File: config.mk
export PLATFORM = sky130hd
export DESIGN_NAME = cv_smoother
export DESIGN_NICKNAME = d
export VERILOG_FILES = /design/src/rtl/eurorack_dsp_pkg.sv /design/src/rtl/one_pole_mac.sv /design/src/rtl/cv_smoother.sv
export SDC_FILE = /design/constraint.sdc
export NUM_CORES = 1
export LEC_CHECK = 0
export CELL_PAD_IN_SITES_DETAIL_PLACEMENT = 1
export CELL_PAD_IN_SITES_GLOBAL_PLACEMENT = 1
export CORE_MARGIN = 1
export CORE_UTILIZATION = 42
export DETAILED_ROUTE_END_ITERATION = 16
export GPL_TIMING_DRIVEN = 0
export PLACE_DENSITY_LB_ADDON = 0.1
export SLEW_MARGIN = 20
export SYNTH_ARGS = -nofsm -noshare
export SYNTH_HDL_FRONTEND = slang
export SYNTH_SLANG_ARGS = --single-unit
File: constraint.sdc
create_clock -name clk_256fs -period 6.14 [get_ports clk_256fs]
set_input_delay 1.228 -clock clk_256fs [delete_from_list [all_inputs] [get_ports clk_256fs]]
set_output_delay 1.228 -clock clk_256fs [all_outputs]
set_load 0.02 [all_outputs]
File: src/rtl/eurorack_dsp_pkg.sv
// Shared types for the eurorack DSP blocks: channel count, channel index, smoother FSM states.
package eurorack_dsp_pkg;

    localparam int unsigned N_CH = 4;
    localparam int unsigned CH_W = 2;

    typedef logic [CH_W-1:0] ch_t;

    localparam ch_t LAST_CH = ch_t'(N_CH - 1);

    typedef enum logic [2:0] {
        IDLE   = 3'd0,
        LOAD   = 3'd1,
        MUL    = 3'd2,
        ACC    = 3'd3,
        COMMIT = 3'd4
    } state_t;

endpackage

File: src/rtl/one_pole_mac.sv
// Shared one-pole datapath: registered diff, registered product, combinational accumulate.
module one_pole_mac
    import eurorack_dsp_pkg::*;
#(
    parameter int unsigned W  = 16,
    parameter int unsigned KW = 8,
    parameter int unsigned F  = 8
) (
    input  logic                  clk,
    input  logic                  rst,
    input  logic                  load,
    input  logic                  mul,
    input  logic signed [W-1:0]   x,
    input  logic signed [W+F-1:0] s,
    input  logic [KW-1:0]         k,
    output logic signed [W+F-1:0] s_next_c
);

    localparam int unsigned SW = W + F;
    localparam int unsigned DW = SW + 1;
    localparam int unsigned PW = DW + KW + 1;

    logic signed [DW-1:0] diff_c;
    logic signed [DW-1:0] diff;
    logic signed [KW:0]   k_s_c;
    logic signed [PW-1:0] prod;
    logic signed [PW-1:0] prod_sh_c;
    logic signed [PW-1:0] sum_c;

    // Target minus state, one bit wider so it can never overflow.
    assign diff_c = $signed({x[W-1], x, {F{1'b0}}}) - $signed({s[SW-1], s});
    assign k_s_c  = $signed({1'b0, k});

    // Pipeline registers for the LOAD and MUL stages.
    always_ff @(posedge clk) begin
        if (!rst) begin
            diff <= '0;
            prod <= '0;
        end else begin
            if (load) begin
                diff <= diff_c;
            end
            if (mul) begin
                prod <= PW'(diff) * PW'(k_s_c);
            end
        end
    end

    // Step toward the target; k < 2^KW keeps the result inside the state range.
    assign prod_sh_c = prod >>> KW;
    assign sum_c     = PW'(s) + prod_sh_c;
    assign s_next_c  = sum_c[SW-1:0];

endmodule

File: src/rtl/cv_smoother.sv
// Four-channel one-pole CV smoother sharing one multiplier, sequenced once per sample strobe.
// Optional build macro: CV_SMOOTHER_JACK_GATE_EN (unplugged channels bypass smoothing).
module cv_smoother
    import eurorack_dsp_pkg::*;
#(
    parameter int unsigned W  = 16,
    parameter int unsigned KW = 8,
    parameter int unsigned F  = 8
) (
    input  logic                clk_256fs,
    input  logic                rst,
    input  logic                strobe_fs,
    input  logic signed [W-1:0] in0,
    input  logic signed [W-1:0] in1,
    input  logic signed [W-1:0] in2,
    input  logic signed [W-1:0] in3,
    input  logic [KW-1:0]       coef0,
    input  logic [KW-1:0]       coef1,
    input  logic [KW-1:0]       coef2,
    input  logic [KW-1:0]       coef3,
    input  logic [7:0]          jack,
    output logic signed [W-1:0] out0,
    output logic signed [W-1:0] out1,
    output logic signed [W-1:0] out2,
    output logic signed [W-1:0] out3,
    output logic                out_valid,
    output logic                overrun
);

    localparam int unsigned SW = W + F;

    state_t state;
    state_t state_next;
    ch_t    ch;
    ch_t    ch_next;

    logic snap_c;
    logic load_c;
    logic mul_c;
    logic acc_c;
    logic commit_c;

    logic signed [W-1:0]  x_snap [N_CH];
    logic [KW-1:0]        k_snap [N_CH];
    logic signed [SW-1:0] s_q    [N_CH];
    logic signed [SW-1:0] s_next_c;
    logic signed [SW-1:0] s_upd_c;

    // State and channel counter registers.
    always_ff @(posedge clk_256fs) begin
        if (!rst) begin
            state <= IDLE;
            ch    <= '0;
        end else begin
            state <= state_next;
            ch    <= ch_next;
        end
    end

    // Next-state logic and per-stage enables.
    always_comb begin
        state_next = state;
        ch_next    = ch;
        snap_c     = 1'b0;
        load_c     = 1'b0;
        mul_c      = 1'b0;
        acc_c      = 1'b0;
        commit_c   = 1'b0;
        case (state)
            IDLE: begin
                if (strobe_fs) begin
                    snap_c     = 1'b1;
                    ch_next    = '0;
                    state_next = LOAD;
                end
            end
            LOAD: begin
                load_c     = 1'b1;
                state_next = MUL;
            end
            MUL: begin
                mul_c      = 1'b1;
                state_next = ACC;
            end
            ACC: begin
                acc_c = 1'b1;
                if (ch == LAST_CH) begin
                    state_next = COMMIT;
                end else begin
                    ch_next    = ch + ch_t'(1);
                    state_next = LOAD;
                end
            end
            COMMIT: begin
                commit_c   = 1'b1;
                state_next = IDLE;
            end
            default: begin
                state_next = IDLE;
            end
        endcase
    end

    // Freeze inputs and coefficients for the whole pass.
    always_ff @(posedge clk_256fs) begin
        if (!rst) begin
            for (int i = 0; i < N_CH; i++) begin
                x_snap[i] <= '0;
                k_snap[i] <= '0;
            end
        end else if (snap_c) begin
            x_snap[0] <= in0;
            x_snap[1] <= in1;
            x_snap[2] <= in2;
            x_snap[3] <= in3;
            k_snap[0] <= coef0;
            k_snap[1] <= coef1;
            k_snap[2] <= coef2;
            k_snap[3] <= coef3;
        end
    end

    one_pole_mac #(
        .W  (W),
        .KW (KW),
        .F  (F)
    ) u_mac (
        .clk      (clk_256fs),
        .rst      (rst),
        .load     (load_c),
        .mul      (mul_c),
        .x        (x_snap[ch]),
        .s        (s_q[ch]),
        .k        (k_snap[ch]),
        .s_next_c (s_next_c)
    );

`ifdef CV_SMOOTHER_JACK_GATE_EN
    logic [N_CH-1:0] jack_snap;
    logic            unused_jack;

    assign unused_jack = ^jack[7:N_CH];

    // Jack flags are frozen together with the samples.
    always_ff @(posedge clk_256fs) begin
        if (!rst) begin
            jack_snap <= '0;
        end else if (snap_c) begin
            jack_snap <= jack[N_CH-1:0];
        end
    end

    // Unplugged channels jump straight to their (already zeroed) input.
    assign s_upd_c = jack_snap[ch] ? s_next_c : $signed({x_snap[ch], {F{1'b0}}});
`else
    logic unused_jack;

    assign unused_jack = ^jack;
    assign s_upd_c     = s_next_c;
`endif

    // Per-channel filter state, written in the ACC stage of its channel.
    always_ff @(posedge clk_256fs) begin
        if (!rst) begin
            for (int i = 0; i < N_CH; i++) begin
                s_q[i] <= '0;
            end
        end else if (acc_c) begin
            s_q[ch] <= s_upd_c;
        end
    end

    // All four outputs update together on COMMIT.
    always_ff @(posedge clk_256fs) begin
        if (!rst) begin
            out0      <= '0;
            out1      <= '0;
            out2      <= '0;
            out3      <= '0;
            out_valid <= 1'b0;
        end else begin
            out_valid <= commit_c;
            if (commit_c) begin
                out0 <= s_q[0][SW-1:F];
                out1 <= s_q[1][SW-1:F];
                out2 <= s_q[2][SW-1:F];
                out3 <= s_q[3][SW-1:F];
            end
        end
    end

    // Sticky flag for strobes that arrive while a pass is in flight.
    always_ff @(posedge clk_256fs) begin
        if (!rst) begin
            overrun <= 1'b0;
        end else if (strobe_fs && (state != IDLE)) begin
            overrun <= 1'b1;
        end
    end

endmodule

# Yosys cells after proc, flatten, opt, wreduce, memory -nomap -nowiden
# Memory sizes are Yosys's and may differ from the RTL's. A register that Yosys moved wholly into a read port is not among the register bits.
# Cells that the tools add are included.
[totals]
reg_bits = 64
mem_bits_rw = 192
out_inout_bits = 66
elab_cells = 74
memories = 3
[mem_list]
columns = ["memory", "words", "width", "read_ports", "rd_clocked_by_memory_dff", "wr", "line", "source"]
rows = [
  ["s_q", 4, 24, 5, 5, 4, "cv_smoother.sv:45", "logic signed [SW-1:0] s_q [N_CH];"],
  ["x_snap", 4, 16, 1, 1, 4, "cv_smoother.sv:43", "logic signed [W-1:0] x_snap [N_CH];"],
  ["k_snap", 4, 8, 1, 1, 4, "cv_smoother.sv:44", "logic [KW-1:0] k_snap [N_CH];"],
]
[op_classes]
addsub = 3
multipliers = 1
n_eq_ne = 7
mux = 36
n_bitwise = 8
reduce_logical = 10
[op_table]
columns = ["cell", "count"]
rows = [
  ["two-way mux 16 bit", 4],
  ["multiplier 25 x 9 -> 32 bit", 1],
  ["two-way mux 8 bit", 4],
  ["subtractor 24 x 24 -> 25 bit", 1],
  ["adder 24 bit", 1],
  ["two-way mux 24 bit", 1],
  ["OR reduction 24 bit", 1],
  ["two-way mux 2 bit", 9],
  ["two-way mux 1 bit", 14],
  ["case mux 3 bit (4 select lines)", 1],
  ["OR 1 bit", 8],
  ["equality test 3 x 2 -> 1 bit (second input constant)", 2],
  ["two-way mux 3 bit", 2],
  ["logical NOT 1 bit", 4],
  ["!= test 2 bit (second input constant)", 2],
  ["case mux 2 bit (2 select lines)", 1],
  ["equality test 3 x 1 -> 1 bit (second input constant)", 1],
  ["equality test 3 bit (second input constant)", 1],
  ["logical NOT 3 bit", 1],
  ["AND reduction 3 bit", 1],
  ["nonzero test 3 bit", 1],
  ["adder 2 x 1 -> 2 bit (second input constant)", 1],
  ["equality test 2 bit (second input constant)", 1],
  ["nonzero test 2 bit", 1],
  ["logical AND 1 bit", 1],
]

# Depth between registers and ports, before layout
# Gate-level depths: netlist of run 1.
[depth]
depth_word = 7
depth_mapped = 22
ltp_nobuf = 19

# Hierarchy
# Synthesis of run 1 repeated with hierarchy kept, for this count alone.
[hier_totals]
hier_cells = 1971
hier_area_um2 = 20781.2
[by_module_without_submodules]
columns = ["module", "instances", "cells_each", "area_each_um2", "seq_area_each_um2"]
rows = [
  ["cv_smoother", 1, 789, 10862.9, 7226.9],
  ["one_pole_mac", 1, 1182, 9918.3, 980.9],
]

# Worst setup path before layout of run 1
# OpenSTA, ideal clock, no wires.
[synth_timing]
path_kind = "reg2reg"
startpoint = "register (tool-made name)"
endpoint = "register u_mac.prod[31]"
arrival_ns = 6.085
required_time_ns = 6.066
slack_ns = -0.020
stages_incl_launch_ff = 22
n_path_buf = 4
synth_period_minus_slack_ns = 6.160
path_cell_list = "dfxtp_1 > buf_6 > buf_6 > buf_1 > mux4_2 > clkbuf_1 > and2_1 > fa_1 > fa_1 > fa_1 > inv_1 > fa_1 > inv_1 > ha_1 > a21oi_1 > o211ai_1 > a21oi_1 > o21ai_0 > nor4_2 > nor2_1 > or4b_1 > a31oi_1"
[synth_lines]
columns = ["element", "line", "source"]
rows = [
  ["end signal: assignment", "one_pole_mac.sv:44", "prod <= PW'(diff) * PW'(k_s_c);"],
  ["end: declaration", "one_pole_mac.sv:26", "logic signed [PW-1:0] prod;"],
]

==> results.md, run 1 <==
* Status: completed
* CTS root buf: clkbuf_16
* Min-Delay Path Class: register to register
* Clk Latency, worst-skew pair at approximately 530 ps
* Met3 Use GR at 0.0257
* Synth Register Bits at between 300 and 400
* Compound-cell area share of the yosys netlist at 0.0821
* GR met1 Demand/Resource at 0.335
* Slew of the pin with the lowest slew margin at approximately 1000 ps
* Height of the die at 224 µm
* DR pass1 iterations at 5
* Die area at ~50,000 µm²
* Largest net degree at the start of global routing at 58
* Critical Path Most Common Cell: fa_1
* Async S/R FF share, synth at 0
* Pwr dens at between 200 and 300 nW/µm²
* All-layer global routing usage at 0.257
* Largest family of logic cells by synthesized area: adder cells
* Initial Util at 0.425
* Share of cells above drive strength 1 at 0.0878
* I/O pin cnt at approximately 170
* Area of the multi-input gates at around 12,000 µm²
* # fillers at 5,437
* Gate power share at 0.305
* Met2 usage in global routing at 0.460
* IO buf count at 163
* Post-Synth Adder-Cell Area at 0.206
* Final HPWL DP at around 50 mm
* Maxcap violations at 0
* Fin cells at 2,965
* Cell area after synthesis at 20,800 µm²
* Core ar. at 48,800 µm²
* Number of diodes at 0
* Netlist cell types at 74
* Hold Violations, Final at 0
* Longest Clk Path Bufs at 3
* Sw frac at 0.333
* Internal at about 4.5 mW
* Reg power frac at 0.376
* Sequential cell area at 8210 µm²
* Post-synthesis net count at 2,409
* Rows at 81
* Slowest cell delay on critical path at 590 ps
* Register area share after synthesis at 0.395
* Switching power at 2.25 mW
* Cell Count Post-Placement at slightly below 3k
* Initial drt markers at around 830
* Layout Utilization at 0.513
* LEAKAGE at around 10 nW
* WL final at between 60 and 70 mm
* Fmax at ~170 MHz
* Max-slew violations at 0
* CTS tree: built
* Initial antenna violation count at 0
* CTS Buf Count at 34
* GP Congestion at between 0.8 and 0.9
* Synthesis Warnings at 0
* CP required at around 6600 ps
* Via count at 15.6k
* Crit-path cells: buf_6 > buf_12 > buf_12 > mux4_2 > buf_6 > clkbuf_8 > nand2_1 > fa_1 > fa_1 > inv_1 > fa_1 > inv_1 > fa_1 > inv_2 > ha_4 > and3_4 > nand4_1 > o31a_4 > a211oi_4 > nor4_1 > a211o_1 > xor2_1 > o21ai_1
* Nets at around 2.6k
* Headroom to the max-slew limit at 0.344
* Average wire per standard cell at approximately 21 µm
* Grt peak-use layer: met2
* Synth Area in Simple Gates at 0.178
* Worst Setup End Kind: register
* Via/cell ratio at approximately 5.3
* Area after DPL at around 23,000 µm²
* Final Cell Area at ~25,000 µm²
* Cells after synthesis at about 2.1k
* CP max FO at 10
* Post-place setup slack at -1620 ps
* Crit Path Class: register to register
* Post-synthesis xor/xnor area fraction at 0.0240
* CTS clock-pin slew for the worst setup and hold paths at about 60 ps
* Synth Flop Type: edfxtp_1
* First-pass GRT wire length at approximately 98 mm
* EDFF count, synth at 192
* Clock share of power at 0.318
* Worst EP arrival at around 6400 ps
* Area Growth Syn to Fin at 20.5%
* GRT overflow at 0
* H-tree depth at 2
* Syn_area_per_cell at ~10 µm²
* Setup TNS at 0 ps
* Peak supply drop at 0.166 mV
* Cts-stage hold buffer count at 0
* Post-route ant nets at 0
* Post-layout min period at around 6000 ps
* Type of origin of the critical path: register
* Chip Width at about 220 µm
* Final worst slack at roughly 180 ps
* Mux cell area share after synthesis at 0.0555
* Slowest CP cell: mux4_2
* Period utilization at 0.971
* # setup viols final at 0
* # DRC at 0
* Clk_skew at between 15 and 20 ps
* # clock sinks at 314
* Number of global-route vias before repair at 17.0k
==> registers in the layout (all words and copies together) (netlist names), 2 cells and up, named ones only <==
name / cells
s_q: 96
x_snap: 64
k_snap: 32
u_mac.diff: 25
u_mac.prod: 24
out0: 16
out1: 16
out2: 16
out3: 16
state: 3
ch: 2
==> cells by family (layout without fill, tap and decap cells) <==
family | count (synthesis) | in the layout
compound gates | 280 | 280
flops | 314 | 314
xor+xnor | 57 | 57
simple gates | 769 | 769
buf+inv | 325 | 575
fa+ha+maj | 251 | 251
mux | 55 | 55
==> layer usage <==
metal  share of wire  routed length [µm]  vias to the layer above
li1                -                   -                     7281
met1            0.43               27500                     7931
met2            0.51               32300                      311
met3           0.036                2300                       48
met4           0.018                1110                        0
met5               0                   0                        -
==> worst paths after layout <==
kind,startpoint,end,slack [ps],cells past startpoint
worst min-delay path,out0[13],out0[13],460,2
worst max register to register,register,u_mac.prod[24],180,23
worst min register to register,out0[13],out0[13],460,2
worst max-delay path,register,u_mac.prod[24],180,23
==> area by class of cell <==
class                           count  area share
Buffer                             96      0.0192
Clock buffer                       42      0.0365
Clock inverter                     20      0.0101
Inverter                          228      0.0342
Multi-Input combinational cell   1412       0.463
Sequential cell                   314       0.328
Tap cell                          664      0.0332
Timing Repair Buffer              189      0.0758
==> stage by stage <==
stage          hold WS [ps]  total power [mW]
2_1_floorplan           436              3.83
3_3_place_gp            446              4.46
3_5_place_dp            450              4.52
4_1_cts                 462              6.75
5_1_grt                 476              7.09
6_report                457              6.73
==> synthesized netlist by cell type, types with 48 or more instances <==
cell type	count	area, µm²
nand2_1	304	1140
inv_1	226	848
and2_1	202	1260
edfxtp_1	192	5770
fa_1	151	3020
a21oi_1	141	706
nor2_1	139	522
dfxtp_1	122	2440
ha_1	100	1250
clkbuf_1	74	278
mux4_2	48	1080
==> cells in the final DEF (no fill, tap or decap), drive strengths merged, types with 4 or more instances in the layout <==
cell	n
fa	151
bufinv	5
a21o	17
clkinv	9
nand4b	4
mux4	48
ha	100
o31ai	6
or3	4
a21boi	4
or4	5
nor2	139
edfxtp	192
nor4	6
clkdlybuf4s50	163
a21oi	141
nand3	40
clkbuf	113
nor3	14
dfxtp	122
and3	9
o211ai	9
nand2	304
xnor2	40
o21a	7
and2	203
o21bai	8
inv	231
xor2	17
nor2b	10
nand4	5
nand2b	8
o21ai	44
buf	51
mux2i	5
a211oi	8
nand3b	9
a31oi	11
==> worst max-delay path: cells and delay by family (launching register included) <==
family	cells	cell delay, ps
and+or+nand+nor	4	500
xor gates and xnor gates	1	190
AOI/OAI and AO/OA	4	1100
buffers and inverters	8	880
DFF	1	320
adders and majority gates	5	2270
muxes	1	590
==> power by group through the flow <==
stage,Combinational [mW],Clock [mW],Sequential [mW]
final,2.06,2.14,2.53
after global routing,2.28,2.26,2.55
after CTS,2.03,2.19,2.53
after detailed placement,1.94,0,2.58
after global placement,1.88,0,2.58
after floorplan,1.32,0,2.52
==> repair_timing <==
| item | CTS | global route |
|---|---|---|
| setup buffers | 14 | 8 |
| resized for setup | 63 | 39 |
| endpoints found under the setup margin | 24 | 12 |
| pin swaps | 12 | 17 |
| cloned | 1 | 0 |
No activity file was read; power rests on OpenSTA's default activity.
==> run 2: changes to the inputs <==
==> constraint.sdc (replaced) <==
create_clock -name clk_256fs -period 6.14 [get_ports clk_256fs]
set_input_delay 0.921 -clock clk_256fs [delete_from_list [all_inputs] [get_ports clk_256fs]]
set_output_delay 0.921 -clock clk_256fs [all_outputs]
set_load 0.02 [all_outputs]
==> results of run 2 <==
Final layout, timing and power as in run 1 (identical DEF).
==> run 3: changes to the inputs <==
- CORE_UTILIZATION: 42 -> 45
- clock period: 6.14 -> 6.92 ns (I/O delays scaled with it)
==> run 3 against run 2 <==
Final cell count shrank 2.9%. Critical path depth shrank 3. Clock skew grew 5.0 ps. Design area shrank 2.5%. Maximum frequency shrank 8.0%. Sequential share of layout area grew 0.84 points. Non-clock buffer count shrank 21. Via count shrank 0.15%. Hold slack lost 1.2 ps. Power shrank 14%. Sequential cell count is the same. Core utilization grew 2.4 points. Critical path type unchanged. Highest routed layer unchanged.
==> results.md, run 3 (synthesis results as in run 1) <==
* Share of cells above drive strength 1 at 0.0615
* LEAKAGE at between 10 and 15 nW
* Type of origin of the critical path: register
* Clk Latency, worst-skew pair at around 530 ps
* Area after DPL at 23,300 µm²
* Area Growth Syn to Fin at 17.4%
* Peak supply drop at ~0.16 mV
* RSZ-0062 raised after global routing: false
* Worst Setup End Kind: register
* R2R Setup Slk at 440 ps
* Sw frac at 0.335
* Area of the multi-input gates at 11,400 µm²
* CTS Buf Count at 34
* CTS tree: built
* Switching power at between 1.5 and 2 mW
* Number of diodes at 0
* CTS root buf: clkbuf_16
* Largest regs: s_q: 96 flops, x_snap: 64 flops, k_snap: 32 flops
* Cts-stage hold buffer count at 0
* Min-Delay Path Class: register to register
* Gate power share at 0.300
* Initial drt markers at 700
* Internal at a little under 4 mW
* Average wire per standard cell at around 22 µm
* Clock share of power at 0.312
* Met3 Use GR at 0.0284
* Die area at around 47,000 µm²
* Initial antenna violation count at 0
* Rows at between 70 and 80
* Final Cell Area at roughly 24,000 µm²
* GP Congestion at slightly below 0.9
* Crit Path Class: register to register
* Fmax at 154 MHz
* # clock sinks at ~310
* # setup viols final at 0
* Commonest non-fill, non-tap cell in the layout: nand2_1
* WL final at between 60 and 70 mm
* Number of global-route vias before repair at approximately 17k
* Longest Clk Path Bufs at 3
* Via/cell ratio at roughly 5.4
* Cell Count Post-Placement at ~2.8k
* Clk_skew at between 20 and 25 ps
* Initial Util at 0.457
* Max FFs per register at 96
* Pwr dens at 237 nW/µm²
* Post-layout min period at 6480 ps
* # DRC at 0
* Most flops, register: s_q
* I/O pin cnt at approximately 170
* Cells on Worst Hold Path at 2
* Met2 usage in global routing at 0.477
* Nets at approximately 2.6k
* Height of the die at 217 µm
* CP max FO at 19
* Post-place setup slack at -761 ps
* Maxcap violations at 0
* R2R depth at 20
* Largest net degree at the start of global routing at 59
* Slew of the pin with the lowest slew margin at just under 1000 ps
* GR met1 Demand/Resource at 0.351
* Hold Violations, Final at 0
* Max-slew violations at 0
* Sequential cell area at slightly above 8000 µm²
* DR pass1 iterations at 5
* CTS clock-pin slew for the worst setup and hold paths at about 60 ps
* Post-route ant nets at 0
* Via count at 15.5k
* Layout Utilization at 0.537
* Grt peak-use layer: met2
* Final worst slack at about 440 ps
* Hold_sp: out2[9]
* First-pass GRT wire length at 97.6 mm
* All-layer global routing usage at 0.274
* GRT overflow at 0
* Fin cells at between 2k and 3k
* Worst EP arrival at between 6000 and 7000 ps
* Hold Path End: out2[9]
* Chip Width at 217 µm
* Commonest cells after routing, fill and taps aside: nand2_1, inv_1, and2_1, edfxtp_1, clkdlybuf4s50_1
* Reg power frac at 0.388
* Final HPWL DP at between 40 and 50 mm
* CP required at about 7400 ps
* Core ar. at approximately 45,000 µm²
* # fillers at 5,060
* H-tree depth at 2
* Status: completed
* Headroom to the max-slew limit at 0.340
* Period utilization at 0.937
* R2R Path End: u_mac.prod[31]
* IO buf count at between 150 and 200
-- run 3: power by group through the flow --
stage | combinational (mW) | sequential (mW) | clock (mW)
finish | 1.74 | 2.25 | 1.81
global route | 1.94 | 2.26 | 1.90
global placement | 1.66 | 2.29 | 0
detailed placement | 1.72 | 2.29 | 0
CTS | 1.74 | 2.25 | 1.84
floorplan | 1.17 | 2.23 | 0
-- run 3: how the worst max path moves through the flow --
stage | startpoint | to | slack [ps] | cells after the start
final | register | u_mac.prod[31] | 440 | 20
after detailed placement | register | u_mac.prod[31] | -760 | 21
after global routing | register | u_mac.prod[31] | 70 | 21
after CTS | register | u_mac.prod[31] | 70 | 20
after global placement | register | u_mac.prod[31] | -800 | 21
after floorplan | register | u_mac.prod[31] | 760 | 21
-- run 3: metal layers --
metal  vias to the layer above  wire [µm]
met3                       102       2390
li1                       7246          -
met5                         -          0
met4                         0       2470
met1                      7843      26900
met2                       356      30900
-- run 3: layout make-up --
class / count / area share
Timing Repair Buffer: 168 / 0.0706
Multi-Input combinational cell: 1412 / 0.466
Tap cell: 600 / 0.0308
Sequential cell: 314 / 0.336
Clock buffer: 46 / 0.0393
Clock inverter: 14 / 0.00579
Inverter: 228 / 0.0351
Buffer: 96 / 0.0165
-- run 3: worst max-delay path, cell delays in order (launching register included) --
cell and delay [ps]:
dfxtp_1 320, buf_6 160, buf_8 250, mux4_2 700
clkbuf_2 290, and2_1 230, fa_1 520, fa_1 450
fa_1 540, inv_1 70, fa_1 540, inv_1 50
ha_1 370, a21oi_1 260, o211ai_1 130, a21oi_1 220
o21ai_1 180, nor4_2 290, nor2_1 150, or4b_1 490
a31oi_1 170
-- run 3: what timing repair did --
| item | 4_1_cts | 5_1_grt |
|---|---|---|
| resized for setup | 12 | 10 |
| endpoints found under the hold margin | 0 | 0 |
| pin swaps | 0 | 0 |
| buffers inserted | 0 | 2 |
| setup endpoints to repair | 22 | 4 |
-- run 3: metrics by stage --
| step | setup TNS, ps | power, mW | hold slack (ps) |
|---|---|---|---|
| final | 0 | 5.79 | 456 |
| after detailed placement | -8240 | 4.01 | 451 |
| after global placement | -7460 | 3.94 | 447 |
| after global routing | 0 | 6.10 | 484 |
| after floorplan | 0 | 3.40 | 436 |
| after CTS | 0 | 5.83 | 460 |
